## config.mk

```make
export PLATFORM = sky130hd
export DESIGN_NAME = hello_monitor
export DESIGN_NICKNAME = d
export VERILOG_FILES = /design/src/rtl/hello_pkg.sv /design/src/rtl/hello_seq_pred.sv /design/src/rtl/hello_monitor.sv
export SDC_FILE = /design/constraint.sdc
export NUM_CORES = 1
export LEC_CHECK = 0
export ABC_CLOCK_PERIOD_IN_PS = 8200
export CORE_MARGIN = 8
export CORE_UTILIZATION = 35
export CTS_CLUSTER_SIZE = 24
export DETAILED_ROUTE_END_ITERATION = 16
export PLACE_DENSITY = 0.61
export RECOVER_POWER = 25
export SETUP_SLACK_MARGIN = 0.05
export SYNTH_ARGS = -nofsm -noshare
export SYNTH_HDL_FRONTEND = slang
export SYNTH_SLANG_ARGS = --single-unit
```

## constraint.sdc

```tcl
create_clock -name clock -period 8.2 [get_ports clock]
set_clock_uncertainty 0.2 [all_clocks]
set_input_delay 1.64 -clock clock [delete_from_list [all_inputs] [get_ports clock]]
set_output_delay 1.64 -clock clock [all_outputs]
set_load 0.03 [all_outputs]
```

## src/rtl/hello_pkg.sv

```systemverilog
// hello_pkg: shared types and widths for the Hello counter stream monitor.
// Holds the monitor state enumeration and the data, match, error-count and
// sample-count widths.
package hello_pkg;

    localparam int DATA_W       = 8;
    localparam int ERR_CNT_W    = 8;
    localparam int SAMPLE_CNT_W = 16;
    localparam int MATCH_W      = 4;

    typedef enum logic [1:0] {
        ST_IDLE   = 2'd0,
        ST_SYNC   = 2'd1,
        ST_LOCKED = 2'd2
    } state_t;

endpackage

```

## src/rtl/hello_seq_pred.sv

```systemverilog
// hello_seq_pred: sequence predictor for the Hello monitor.
// Keeps the value the next valid sample should carry. On load it restarts from
// the current sample; on advance it steps by STEP. All arithmetic is 8-bit, so
// it wraps and 0xFF followed by 0x00 is a match when STEP is 1.
module hello_seq_pred
    import hello_pkg::*;
#(
    parameter int STEP = 1
) (
    input  logic              clock,
    input  logic              rst,
    input  logic              load,
    input  logic              advance,
    input  logic [DATA_W-1:0] sample,
    output logic [DATA_W-1:0] expected,
    output logic              match
);

    // STEP is taken modulo 256 by truncating it to the data width.
    localparam logic [DATA_W-1:0] STEP_W = DATA_W'(STEP);

    logic [DATA_W-1:0] expected_reg;

    // Expected-value register: restart from the sample or step forward.
    always_ff @(posedge clock) begin
        if (rst) begin
            expected_reg <= '0;
        end else if (load) begin
            expected_reg <= sample + STEP_W;
        end else if (advance) begin
            expected_reg <= expected_reg + STEP_W;
        end
    end

    assign expected = expected_reg;
    assign match    = (sample == expected_reg);

endmodule

```

## src/rtl/hello_monitor.sv

```systemverilog
// hello_monitor: tracks the Hello counter output stream.
// FSM IDLE -> SYNC -> LOCKED. The block locks after LOCK_N consecutive in-step
// samples and reports every break in sequence seen while locked.
// Optional feature: define HELLO_MONITOR_STATS_EN to build the 16-bit valid
// sample counter. Without it io_sample_cnt is tied to zero.
module hello_monitor
    import hello_pkg::*;
#(
    parameter int STEP   = 1,
    parameter int LOCK_N = 4
) (
    input  logic                    clock,
    input  logic                    io_rst,
    input  logic [DATA_W-1:0]       io_in,
    input  logic                    io_in_valid,
    output logic                    io_locked,
    output logic                    io_err,
    output logic [ERR_CNT_W-1:0]    io_err_cnt,
    output logic [SAMPLE_CNT_W-1:0] io_sample_cnt
);

    localparam logic [MATCH_W-1:0]   LOCK_N_W = MATCH_W'(LOCK_N);
    localparam logic [ERR_CNT_W-1:0] ERR_MAX  = '1;

    state_t                 state_reg, state_next;
    logic [MATCH_W-1:0]     match_cnt_reg, match_cnt_next;
    logic [MATCH_W-1:0]     match_cnt_inc;
    logic                   locked_reg, locked_next;
    logic                   err_reg, err_next;
    logic [ERR_CNT_W-1:0]   err_cnt_reg, err_cnt_next;

    logic                   pred_load;
    logic                   pred_advance;
    logic                   pred_match;
    logic [DATA_W-1:0]      pred_expected;

    hello_seq_pred #(
        .STEP (STEP)
    ) u_pred (
        .clock    (clock),
        .rst      (io_rst),
        .load     (pred_load),
        .advance  (pred_advance),
        .sample   (io_in),
        .expected (pred_expected),
        .match    (pred_match)
    );

    assign match_cnt_inc = match_cnt_reg + 1'b1;

    // Next-state, predictor control and registered-output next values.
    always_comb begin
        state_next     = state_reg;
        match_cnt_next = match_cnt_reg;
        err_cnt_next   = err_cnt_reg;
        err_next       = 1'b0;
        pred_load      = 1'b0;
        pred_advance   = 1'b0;

        if (io_in_valid) begin
            case (state_reg)
                ST_IDLE: begin
                    pred_load      = 1'b1;
                    match_cnt_next = '0;
                    state_next     = ST_SYNC;
                end
                ST_SYNC: begin
                    if (pred_match) begin
                        pred_advance   = 1'b1;
                        match_cnt_next = match_cnt_inc;
                        if (match_cnt_inc == LOCK_N_W) begin
                            state_next = ST_LOCKED;
                        end
                    end else begin
                        // Still hunting for sequence: resync silently.
                        pred_load      = 1'b1;
                        match_cnt_next = '0;
                    end
                end
                ST_LOCKED: begin
                    if (pred_match) begin
                        pred_advance = 1'b1;
                    end else begin
                        pred_load      = 1'b1;
                        match_cnt_next = '0;
                        state_next     = ST_SYNC;
                        err_next       = 1'b1;
                        if (err_cnt_reg != ERR_MAX) begin
                            err_cnt_next = err_cnt_reg + 1'b1;
                        end
                    end
                end
                default: begin
                    state_next     = ST_IDLE;
                    match_cnt_next = '0;
                end
            endcase
        end

        locked_next = (state_next == ST_LOCKED);
    end

    // State and output registers; reset wins over a sample on the same edge.
    always_ff @(posedge clock) begin
        if (io_rst) begin
            state_reg     <= ST_IDLE;
            match_cnt_reg <= '0;
            locked_reg    <= 1'b0;
            err_reg       <= 1'b0;
            err_cnt_reg   <= '0;
        end else begin
            state_reg     <= state_next;
            match_cnt_reg <= match_cnt_next;
            locked_reg    <= locked_next;
            err_reg       <= err_next;
            err_cnt_reg   <= err_cnt_next;
        end
    end

    assign io_locked  = locked_reg;
    assign io_err     = err_reg;
    assign io_err_cnt = err_cnt_reg;

`ifdef HELLO_MONITOR_STATS_EN
    logic [SAMPLE_CNT_W-1:0] sample_cnt_reg;

    // Free-running count of valid samples, wrapping at 16 bits.
    always_ff @(posedge clock) begin
        if (io_rst) begin
            sample_cnt_reg <= '0;
        end else if (io_in_valid) begin
            sample_cnt_reg <= sample_cnt_reg + 1'b1;
        end
    end

    assign io_sample_cnt = sample_cnt_reg;
`else
    assign io_sample_cnt = '0;
`endif

endmodule

```

# Word level (Yosys, flattened, before mapping)

Index checks and enable logic that the tools add are counted.

Input port bits: 11
Output and inout port bits: 26
Register bits: 24
Word-level logic and storage cells: 42

Bitwise operators: 3
$add $sub $neg: 4
Mux-type cells: 16
Eq/ne operators: 7
Reduce and logical (&&, ||, !) cells: 6

Operator list:

| cell                                                 | number |
|---|---|
| adder 8 x 1 -> 8 bit (second input constant)         | 3 |
| 2-to-1 mux 8 bit                                     | 2 |
| equality test 8 bit                                  | 1 |
| 2-to-1 mux 2 bit                                     | 4 |
| 2-to-1 mux 4 bit                                     | 2 |
| inequality test 8 bit (second input constant)        | 1 |
| one-hot mux 4 bit (2 select lines)                   | 1 |
| one-hot mux 2 bit (3 select lines)                   | 1 |
| 2-to-1 mux 1 bit                                     | 5 |
| adder 4 x 1 -> 4 bit (second input constant)         | 1 |
| equality test 2 bit (second input constant)          | 2 |
| equality test 4 x 3 -> 1 bit (second input constant) | 1 |
| AND reduction 4 bit                                  | 1 |
| NOT 1 bit                                            | 3 |
| OR reduction 3 bit                                   | 1 |
| equality test 2 x 1 -> 1 bit (second input constant) | 1 |
| zero test 2 bit                                      | 1 |
| inequality test 2 bit (second input constant)        | 1 |
| one-hot mux 1 bit (2 select lines)                   | 1 |
| AND reduction 2 bit                                  | 1 |
| nonzero test 2 bit                                   | 1 |
| OR reduction 2 bit                                   | 1 |

# Depth between registers and ports, before layout

Gate-level depths: netlist of the first run.

Depth in word-level cells: 7
Gate-level depth with buffers: 11
Depth with buffers taken out: 10

# Cells and area by module

A second synthesis of the first run with hierarchy kept.

Cell total of the unflattened synthesis: 197
Area total of the unflattened synthesis: 1730.4 um2

Modules (own cells, without submodules):

| module         | area an instance (um2) | times used | seq. area each (um2) | cells each |
|---|---|---|---|---|
| hello_monitor  | 1047.3                 | 1          | 320.3                | 120 |
| hello_seq_pred | 683.2                  | 1          | 160.2                | 77 |

# Least setup slack after synthesis of the first run

Ideal clock, no wire load.

Path kind: input-to-reg
Start point: input io_in[0]
End point: register u_pred.expected_reg[2], in the netlist u_pred.expected[2]
Stages: 10
Data required time: 7866 ps
Path buffers: 1
Setup time: 134 ps
Slack: 4494 ps
Arrival time: 3371 ps
Cell sequence: xnor2_1 > nand4_1 > nor2_4 > o21ai_4 > buf_6 > mux2_2 > ha_1 > nor3b_1 > o311ai_0 > o31ai_1

Longest elaborated chain between the ends: 5
Elaborated cells between the ends (all ways): 10
Classes of those cells: add/sub (1); eq/ne (1); mux (7); reduce/logical (1)

RTL lines:

| item                                                                          | RTL line                                 | source |
|---|---|---|
| start: declaration                                                            | hello_monitor.sv:14                      | `input logic [DATA_W-1:0] io_in,` |
| equality test 8 bit                                                           | hello_seq_pred.sv:36                     | `assign match = (sample == expected_reg);` |
| 2-to-1 mux 1 bit                                                              | hello_monitor.sv:68, hello_monitor.sv:81 |  |
| one-hot mux 1 bit (2 select lines) / 2-to-1 mux 1 bit (equally long branches) | -                                        |  |
| 2-to-1 mux 1 bit                                                              | hello_monitor.sv:60                      | `if (io_in_valid) begin` |
| 2-to-1 mux 8 bit / nonzero test 2 bit (equally long branches)                 | -                                        |  |
| end signal: assignment                                                        | hello_seq_pred.sv:29                     | `expected_reg <= sample + STEP_W;` |
| end signal: assignment                                                        | hello_seq_pred.sv:31                     | `expected_reg <= expected_reg + STEP_W;` |
| end: declaration                                                              | hello_seq_pred.sv:22                     | `logic [DATA_W-1:0] expected_reg;` |

Parallel ways exist; a longest one is shown, timed or not.
A chain may end at the register's enable or synchronous reset.

# Worst setup path in the final report of the first run

Start point: input io_in[2]
End point: register u_pred.expected_reg[2], in the netlist u_pred.expected[2]

Same word-level chain as after synthesis.

==> results.md, run 1 <==
Status:
- The flow ran to the end, and the final reports show no timing, DRC or antenna violations.

Flow run:
- The number of max-cap violations is 0.

Floorplan:
- The effective utilization at floorplan is 36.7%.
- The die boundary width is 86.6 um.
- In this run the count of I/O pins placed on the die edge is 37.
- The total die area is 0.00750 mm2.
- The floorplan has 25 rows.
- The placeable core region is between 0.004 and 0.005 mm2.
- The die outline height is 86.6 um.

Min path:
- The path with the worst hold slack has its endpoint at u_pred.expected[4].
- The origin of the worst min-delay path is u_pred.expected[4].
- The worst hold path belongs to the class reg2reg.
- The worst hold path was traced through 2 stages.

Worst setup path:
- The worst setup path is launched from an input pin.
- The critical path runs through a total of 10 cells.
- STA puts the critical path data arrival time at around 4.9 ns.
- The data required time at the worst endpoint is a little over 8 ns.
- The kind of end point of the critical path is a flop.
- In this design, the stage delay of the slowest critical-path cell is ~0.96 ns.
- The worst register-to-register path has a depth of 9.
- The startpoint identified for the worst register-to-register timing path is u_pred.expected[5].
- The maximum fanout along the worst path is 17.
- The critical path goes through clkdlybuf4s50_1, xnor2_1, nand4_1, nor2_1, o21ai_4, mux2_2, ha_1, nor3b_1, o311ai_0, o31ai_1.
- Setup slack on the worst reg-to-reg path comes out at between 4 and 5 ns.
- The destination of the worst register-to-register timing path is u_pred.expected[2].
- The cell family contributing the most delay on the critical path is simple AND/OR/NAND/NOR gates.
- The slowest stage of the critical path belongs to the cell sky130_fd_sc_hd__nor2_1.
- Counting both buffers and inverters, the worst setup path holds a total of 1.
- The critical path class is in2reg.

Global route:
- The number of antenna violations at the first check in global routing is 0.
- The first global-routing pass estimated 6330 um of wire.
- The total global routing track utilization is a little over 10%.
- The global-route congestion overflow total is 0.
- The maximum number of pins on one net before global-route repair is 28.
- The number of global-route vias before repair is 1392.

Pwr:
- The worst-case vdd ir drop is 0.0781 mV.
- In this run the power density over the cells is 147 mW/mm2.
- For this design the static power due to leakage is just under 0.8 nW.

Place:
- The cell area after placement is 0.00194 mm2.
- In this run the tool buffered the top-level ports with 20 buffer cells.
- Counting tap cells, the placed design contains a total of 299 instances.
- Routability-driven placement finished with a final weighted congestion of 0.847.
- The worst setup slack after placement is 3.48 ns.
- The detailed placer's ending HPWL is 2780 um.

Logic synthesis:
- The netlist uses 49 different library cells.
- The cell area after synthesis is 0.00174 mm2.
- The average cell area after synthesis is 7.96 um2.
- The most used flip-flop cell after synthesis is sky130_fd_sc_hd__dfxtp_1.
- For this run, the register share of the synthesized area comes to 27.5%.
- The synthesized design contains 24 register bits.
- The post-synthesis async set-or-reset flop share is 0%.
- The number of synthesized flops with an enable pin is 0.
- The number of warnings printed during yosys synthesis is 0.
- In the synthesized netlist, the number of instances is 219.

Clock tree:
- The number of hold buffers added after CTS was 0.
- At the later pin of the worst-skew pair, clock insertion delay measures 0.27 ns.
- The number of buffers inserted during clock tree synthesis is 3.
- The TritonCTS clock tree is done.
- The clock passes through at most 2 buffers.
- The post-CTS repair timing setup buffer count is 0.
- The tree built by TritonCTS fans out to 24 sinks.
- The maximum level of the CTS H-tree is 1.
- The clock-pin slew reported for the worst setup and hold paths after clock tree synthesis is approximately 0.090 ns.
- The cell at the root of the clock tree is sky130_fd_sc_hd__clkbuf_8.
- Once the clock tree was built, the resizer swapped 0 gates to a different size.

STA:
- Setup violations remaining at the end of the flow were counted as 0.
- Setup slack on the critical path of the routed design comes to 3.22 ns.
- The total count of hold-check failures in the final report was 0.
- The final critical path takes up 60.7% of the cycle.
- At the pin with the least slew margin, the transition time is 1.28 ns.
- The worst hold slack is 0.313 ns.
- After routing, the total negative slack on setup checks comes to 0 ns.
- Setup repair after global routing left no endpoint under its margin.
- The maximum achievable frequency is 201 MHz.
- Measured against its own limit, the worst slew margin works out to ~14%.
- The number of slew-limit violations in the final report was 0.
- The clock period minus final worst setup slack is 4.98 ns.

Routing:
- The detailed-route vias per instance is between 4 and 5.
- The number of DRC violations after detailed routing is 0.
- Dividing the detail-routed wire length by the instance count gives 12.6 um.
- The first TritonRoute pass finished after 4 iterations.
- For this block, the initial DRC count from the detailed router was 100.
- The total routed wirelength is around 3800 um.
- The count of nets left with antenna violations once routing finished came out at 0.
- The overall via count from detail_route is 1506.

Finish:
- The repair_antennas step left the layout with diodes totalling 0.
- For this run, the post-layout net count is about 260.
- The fraction of layout instances using a drive strength above 1 is under 10%.
- The filler cell count is 507.
- The count of non-filler cells in the finished layout is 303.
- After routing the design area is 0.00200 mm2.
- In the layout the commonest cells are sky130_fd_sc_hd__nor2_1 (26), sky130_fd_sc_hd__dfxtp_1 (24), sky130_fd_sc_hd__nand2_1 (19), sky130_fd_sc_hd__conb_1 (16), sky130_fd_sc_hd__clkdlybuf4s50_1 (13).
- The most common library cell in the layout ignoring fill and taps is sky130_fd_sc_hd__nor2_1.
- The area growth from synthesis to layout is 14.6%.
through the flow:
step                utilization [%]  total power, mW
floorplan                         -            0.183
global placement               40.7            0.191
detailed placement             40.7            0.192
CTS                            42.2            0.299
global route                   42.1            0.310
finish                         42.1            0.295
routing by layer:
layer / up-vias / wire (um) / track usage [%]
met2: 30 / 1820 / 17.4
li1: 774 / - / -
met1: 700 / 1730 / 11.8
met5: - / 0 / 0
met3: 2 / 238 / 3.40
met4: 0 / 17 / 2.50
cells by family after synthesis:
kind of cell	share of synthesized area [%]
mux	4.52
fa+ha+maj	5.74
compound gates	17.4
buf+inv	10.9
xor+xnor	8.03
other cells	0.215
simple gates	25.7
flops	27.5
where the power goes:
part           total (mW)  switching, mW  internal [mW]
clock network       0.106         0.0402         0.0653
registers           0.129        0.00716          0.121
logic              0.0606         0.0359         0.0247
total               0.295         0.0832          0.211
worst min-delay path, stage by stage, from the launching register on:
cell                      delay [ns]
sky130_fd_sc_hd__dfxtp_1        0.35
sky130_fd_sc_hd__nand2_1        0.07
sky130_fd_sc_hd__a21oi_1        0.05
Yosys cell counts (2+ instances only):
cell type / n / share of area (%)
sky130_fd_sc_hd__nor3_1: 3 / 0.86
sky130_fd_sc_hd__o21a_1: 2 / 0.86
sky130_fd_sc_hd__and2_1: 2 / 0.72
sky130_fd_sc_hd__a22oi_1: 2 / 0.86
sky130_fd_sc_hd__nand3_1: 9 / 2.6
sky130_fd_sc_hd__a21oi_1: 9 / 2.6
sky130_fd_sc_hd__nor2b_1: 3 / 1.1
sky130_fd_sc_hd__mux2i_1: 3 / 1.7
sky130_fd_sc_hd__inv_1: 7 / 1.5
sky130_fd_sc_hd__and3_1: 5 / 1.8
sky130_fd_sc_hd__nor2_1: 25 / 5.4
sky130_fd_sc_hd__buf_2: 2 / 0.57
sky130_fd_sc_hd__a31oi_1: 5 / 1.8
sky130_fd_sc_hd__a21o_1: 2 / 0.86
sky130_fd_sc_hd__o21ai_0: 7 / 2.0
sky130_fd_sc_hd__mux2_2: 3 / 1.9
sky130_fd_sc_hd__nand4b_1: 2 / 1.0
sky130_fd_sc_hd__o311ai_0: 2 / 1.0
sky130_fd_sc_hd__nand2b_1: 3 / 1.1
sky130_fd_sc_hd__ha_1: 8 / 5.7
sky130_fd_sc_hd__dfxtp_1: 24 / 28
sky130_fd_sc_hd__nand2_1: 19 / 4.1
sky130_fd_sc_hd__xnor2_1: 9 / 4.5
sky130_fd_sc_hd__o211ai_1: 3 / 1.3
sky130_fd_sc_hd__clkbuf_1: 4 / 0.86
sky130_fd_sc_hd__a211oi_1: 2 / 0.86
sky130_fd_sc_hd__xor2_1: 7 / 3.5
sky130_fd_sc_hd__buf_4: 17 / 7.3
sky130_fd_sc_hd__nand3b_1: 2 / 0.86
sky130_fd_sc_hd__nand4_1: 8 / 2.9
sky130_fd_sc_hd__nor3b_1: 2 / 0.86
area by class of cell:
| type | instances | area, um2 | area share [%] |
|---|---|---|---|
| clock inverter | 1 | 30.0 | 1.50 |
| tap | 67 | 83.8 | 4.19 |
| inverter | 7 | 26.3 | 1.31 |
| timing repair buffer | 22 | 215 | 10.8 |
| sequential | 24 | 480 | 24.0 |
| multi-input combinational | 179 | 1120 | 56.1 |
| clock buffer | 3 | 41.3 | 2.07 |
worst max-delay path by stage:
| stage | from | endpoint | slack, ns |
|---|---|---|---|
| 6_report | io_in[2] | u_pred.expected[2] | 3.22 |
| 5_1_grt | io_in[2] | u_pred.expected[2] | 3.01 |
| 4_1_cts | io_in_valid | u_pred.expected[2] | 3.76 |
| 3_5_place_dp | io_in_valid | u_pred.expected[2] | 3.48 |
| 3_3_place_gp | io_in_valid | u_pred.expected[2] | 3.59 |
| 2_1_floorplan | io_in[0] | u_pred.expected[2] | 4.49 |
(Power assumes the default switching activity.)
==> inputs of run 2 (changes only) <==
--- a/config.mk
+++ b/config.mk
@@ -5,12 +5,12 @@
 export SDC_FILE = /design/constraint.sdc
 export NUM_CORES = 1
 export LEC_CHECK = 0
-export ABC_CLOCK_PERIOD_IN_PS = 8200
+export ABC_CLOCK_PERIOD_IN_PS = 4150
 export CORE_MARGIN = 8
 export CORE_UTILIZATION = 35
 export CTS_CLUSTER_SIZE = 24
 export DETAILED_ROUTE_END_ITERATION = 16
-export PLACE_DENSITY = 0.61
+export PLACE_DENSITY = 0.64
 export RECOVER_POWER = 25
 export SETUP_SLACK_MARGIN = 0.05
 export SYNTH_ARGS = -nofsm -noshare
==> constraint.sdc (replaced) <==
create_clock -name clock -period 4.15 [get_ports clock]
set_clock_uncertainty 0.2 [all_clocks]
set_input_delay 0.83 -clock clock [delete_from_list [all_inputs] [get_ports clock]]
set_output_delay 0.83 -clock clock [all_outputs]
set_load 0.03 [all_outputs]
==> run 2 against run 1 <==
Register-to-register slack lost 3.6 ns; via count rose by 2.0%; clock-buffer cell count unchanged; combinational power is 100% higher; sequential power rose by 97%; worst hold slack got worse by 0.0047 ns; sequential cell count stayed put; cell area is 1.1% higher; largest power group unchanged.
==> results.md, run 2 (same netlist as run 1, synthesis figures left out) <==
Finish:
- The library cells used most frequently in the layout, excluding fill and tap cells, are sky130_fd_sc_hd__nor2_1 (25), sky130_fd_sc_hd__dfxtp_1 (24), sky130_fd_sc_hd__nand2_1 (19), sky130_fd_sc_hd__conb_1 (16), sky130_fd_sc_hd__clkdlybuf4s50_1 (12).
- The area of all placed cells without fillers is 0.00202 mm2.
- Of the cells placed in the final design, the portion with a size suffix greater than 1 is 7.14%.
- The most common library cell in the layout ignoring fill and taps is sky130_fd_sc_hd__nor2_1.
- The antenna diode count is 0.
- Relative to the synthesized area, the layout overhead comes to 15.9%.
- The count of cells in the finished layout, fillers not included, comes to 305.
- At the end of the flow, the number of nets in the layout was about 260.
- The core occupancy in the finished layout is 42.5%.
- The filler cell count is approximately 490.

Routing:
- The violation count after the first detailed-routing iteration is roughly 130.
- In this run the remaining antenna-violating nets after routing total 0.
- The detailed-router iteration count before antenna repair is 4.
- Summed over all layers, the routed wires come to ~3900 um.
- The routed layout has 1536 vias.
- For this run, design rule violations remaining after detail routing come to 0.
- In the routed layout, each cell is associated on average with a via count of around 5.0.
- After detailed routing, the average wire length per cell comes to 12.7 um.

STA:
- The clock period minus final worst setup slack is approximately 3.4 ns.
- Setup repair after global routing left no endpoint under its margin.
- For the pin with the worst max-slew slack, the measured transition is 0.610 ns.
- The tightest hold path in the finished design has a slack of 0.308 ns.
- The worst path uses slightly above 80% of the clock period.
- The number of slew-limit violations in the final report is 0.
- The total count of hold-check failures in the final report is 0.
- Static timing analysis puts the maximum clock frequency at 291 MHz.
- Measured against its own limit, the worst slew margin works out to 59.1%.
- Setup violations remaining at the end of the flow were counted as 0.
- The final worst-path setup slack is roughly 0.71 ns.
- The final-layout setup total negative slack is 0 ns.

Worst setup path:
- The slowest stage of the critical path belongs to the cell sky130_fd_sc_hd__dlygate4sd3_1.
- The critical path in this run is classified as in2reg.
- At the worst endpoint, the required time is 4.09 ns.
- The signal on the critical path passes through dlygate4sd3_1, xnor2_1, nand4_1, nor2_4, o21ai_4, mux2_2, ha_1, nor3b_1, o311ai_0, o31ai_1.
- STA classifies the critical path startpoint as an input pin.
- On the worst path, the slowest cell contributes a delay of 0.64 ns.
- The maximum fanout along the worst path is 12.
- The worst setup path is captured at a flop.
- Data arrives at the worst endpoint at between 3 and 4 ns.
- The kind of cell with the highest combined delay on the critical path is compound AO/OA/AOI/OAI gates.
- Together, buffers and inverters on the worst path number 1.

Place:
- The worst setup slack after placement is roughly 0.53 ns.
- The quantity of I/O buffers inserted on ports is 20.
- The detailed placer's ending HPWL is between 2000 and 3000 um.
- Summing all placed instances gives a cell area of 0.00195 mm2.
- Routability-driven placement finished with a final weighted congestion of 0.824.
- In this run, placement finished with an instance count of 301.

Min path:
- In this run the worst hold path is classified as reg2reg.

Clock tree:
- For this design, the CTS-stage hold fixing added 0 buffers.
- At the later pin of the worst-skew pair, clock insertion delay measures between 0.2 and 0.3 ns.
- Clock tree synthesis found a total of 24 sinks.
- Once the clock tree was built, the resizer swapped 0 gates to a different size.
- The cell at the root of the clock tree is sky130_fd_sc_hd__clkbuf_8.
- CTS built an H-tree with a depth of 1.
- The buffer depth of the longest clock path is 2.
- TritonCTS built the clock tree.
- Buffers inserted during clock tree synthesis total 3.
- The number of setup buffers added after CTS is 0.
- The clock-pin slew reported for the worst setup and hold paths after clock tree synthesis is 0.09 ns.

Global route:
- The global-route congestion overflow total is 0.
- The wire length of the first global-routing pass is between 6000 and 7000 um.
- Entering global routing, the biggest net connects 17 pins.
- Global routing used 10.6% of the available tracks across all layers.
- The number of antenna violations at the first check in global routing is 0.
- In the global route stage, met3 resource usage came out at 3.12%.
- The met2 routing resource usage after global routing is 18.2%.
- The met1 routing resource usage after global routing is 12.5%.
- The number of global-route vias before repair was approximately 1500.
- The global routing stage identified its most utilized layer as met2.

Pwr:
- The worst-case vdd ir drop is 0.232 mV.
- The design draws 582 uW.
- The power density normalized to cell area is 288 mW/mm2.
- The leakage power of the design is 0.797 nW.

Floorplan:
- The die covers 0.00750 mm2.
- The effective utilization at floorplan is 36.7%.
- The standard-cell row count is 25.
- The placeable core region is 0.00475 mm2.
- The number of top-level pins is 37.
- The die boundary width is 86.6 um.
- The die outline height is 86.6 um.

Flow run:
- The number of max-cap violations is 0.

Status:
- The run finished with clean final reports.
run 2: cell count changes in the layout (fill, tap and decap cells not counted):
cell | before | now
sky130_fd_sc_hd__buf_4 | 2 | 4
sky130_fd_sc_hd__clkdlybuf4s50_1 | 13 | 12
sky130_fd_sc_hd__dlygate4sd3_1 | 7 | 8
sky130_fd_sc_hd__nor2_1 | 26 | 25
sky130_fd_sc_hd__nor2_4 | 0 | 1
run 2: final cells by class:
class | count | area, um2 | area share (%)
clock buffers | 3 | 41.3 | 2.04
clock inverters | 1 | 30.0 | 1.49
inverters | 7 | 26.3 | 1.30
multi-input cells | 179 | 1130 | 55.9
flip-flops and latches | 24 | 480 | 23.8
well taps | 67 | 83.8 | 4.15
repair buffers | 24 | 230 | 11.4
run 2: metal layers:
layer  vias up  part of all wire, %
li1        783                    -
met1       717                   46
met3         2                  5.7
met5         -                    0
met2        34                   48
met4         0                 0.49
run 2: worst reg2reg max path: stages, from the launching register on:
cell and delay [ns]:
sky130_fd_sc_hd__dfxtp_1 0.43, sky130_fd_sc_hd__inv_1 0.12, sky130_fd_sc_hd__ha_1 0.41, sky130_fd_sc_hd__nand2_1 0.17, sky130_fd_sc_hd__o21ai_4 0.33, sky130_fd_sc_hd__mux2_2 0.38, sky130_fd_sc_hd__ha_1 0.28, sky130_fd_sc_hd__nor3b_1 0.17
sky130_fd_sc_hd__o311ai_0 0.30, sky130_fd_sc_hd__o31ai_1 0.12
run 2: where the power goes:
group	internal (mW)	leakage [nW]	total, mW	switching (mW)
Clock	0.129	0.0357	0.207	0.0777
Combinational	0.0493	0.566	0.122	0.0726
Sequential	0.240	0.195	0.254	0.0139
Total	0.418	0.797	0.582	0.164
run 2: path summary, 6_finish.rpt:
path	startpoint	end	slack (ns)	depth (start not counted)
worst max-delay path	io_in[2]	u_pred.expected[2]	0.71	10
worst min register to register	u_pred.expected[4]	u_pred.expected[4]	0.31	2
worst min-delay path	u_pred.expected[4]	u_pred.expected[4]	0.31	2
worst max register to register	state_reg[0]	u_pred.expected[2]	1.13	9
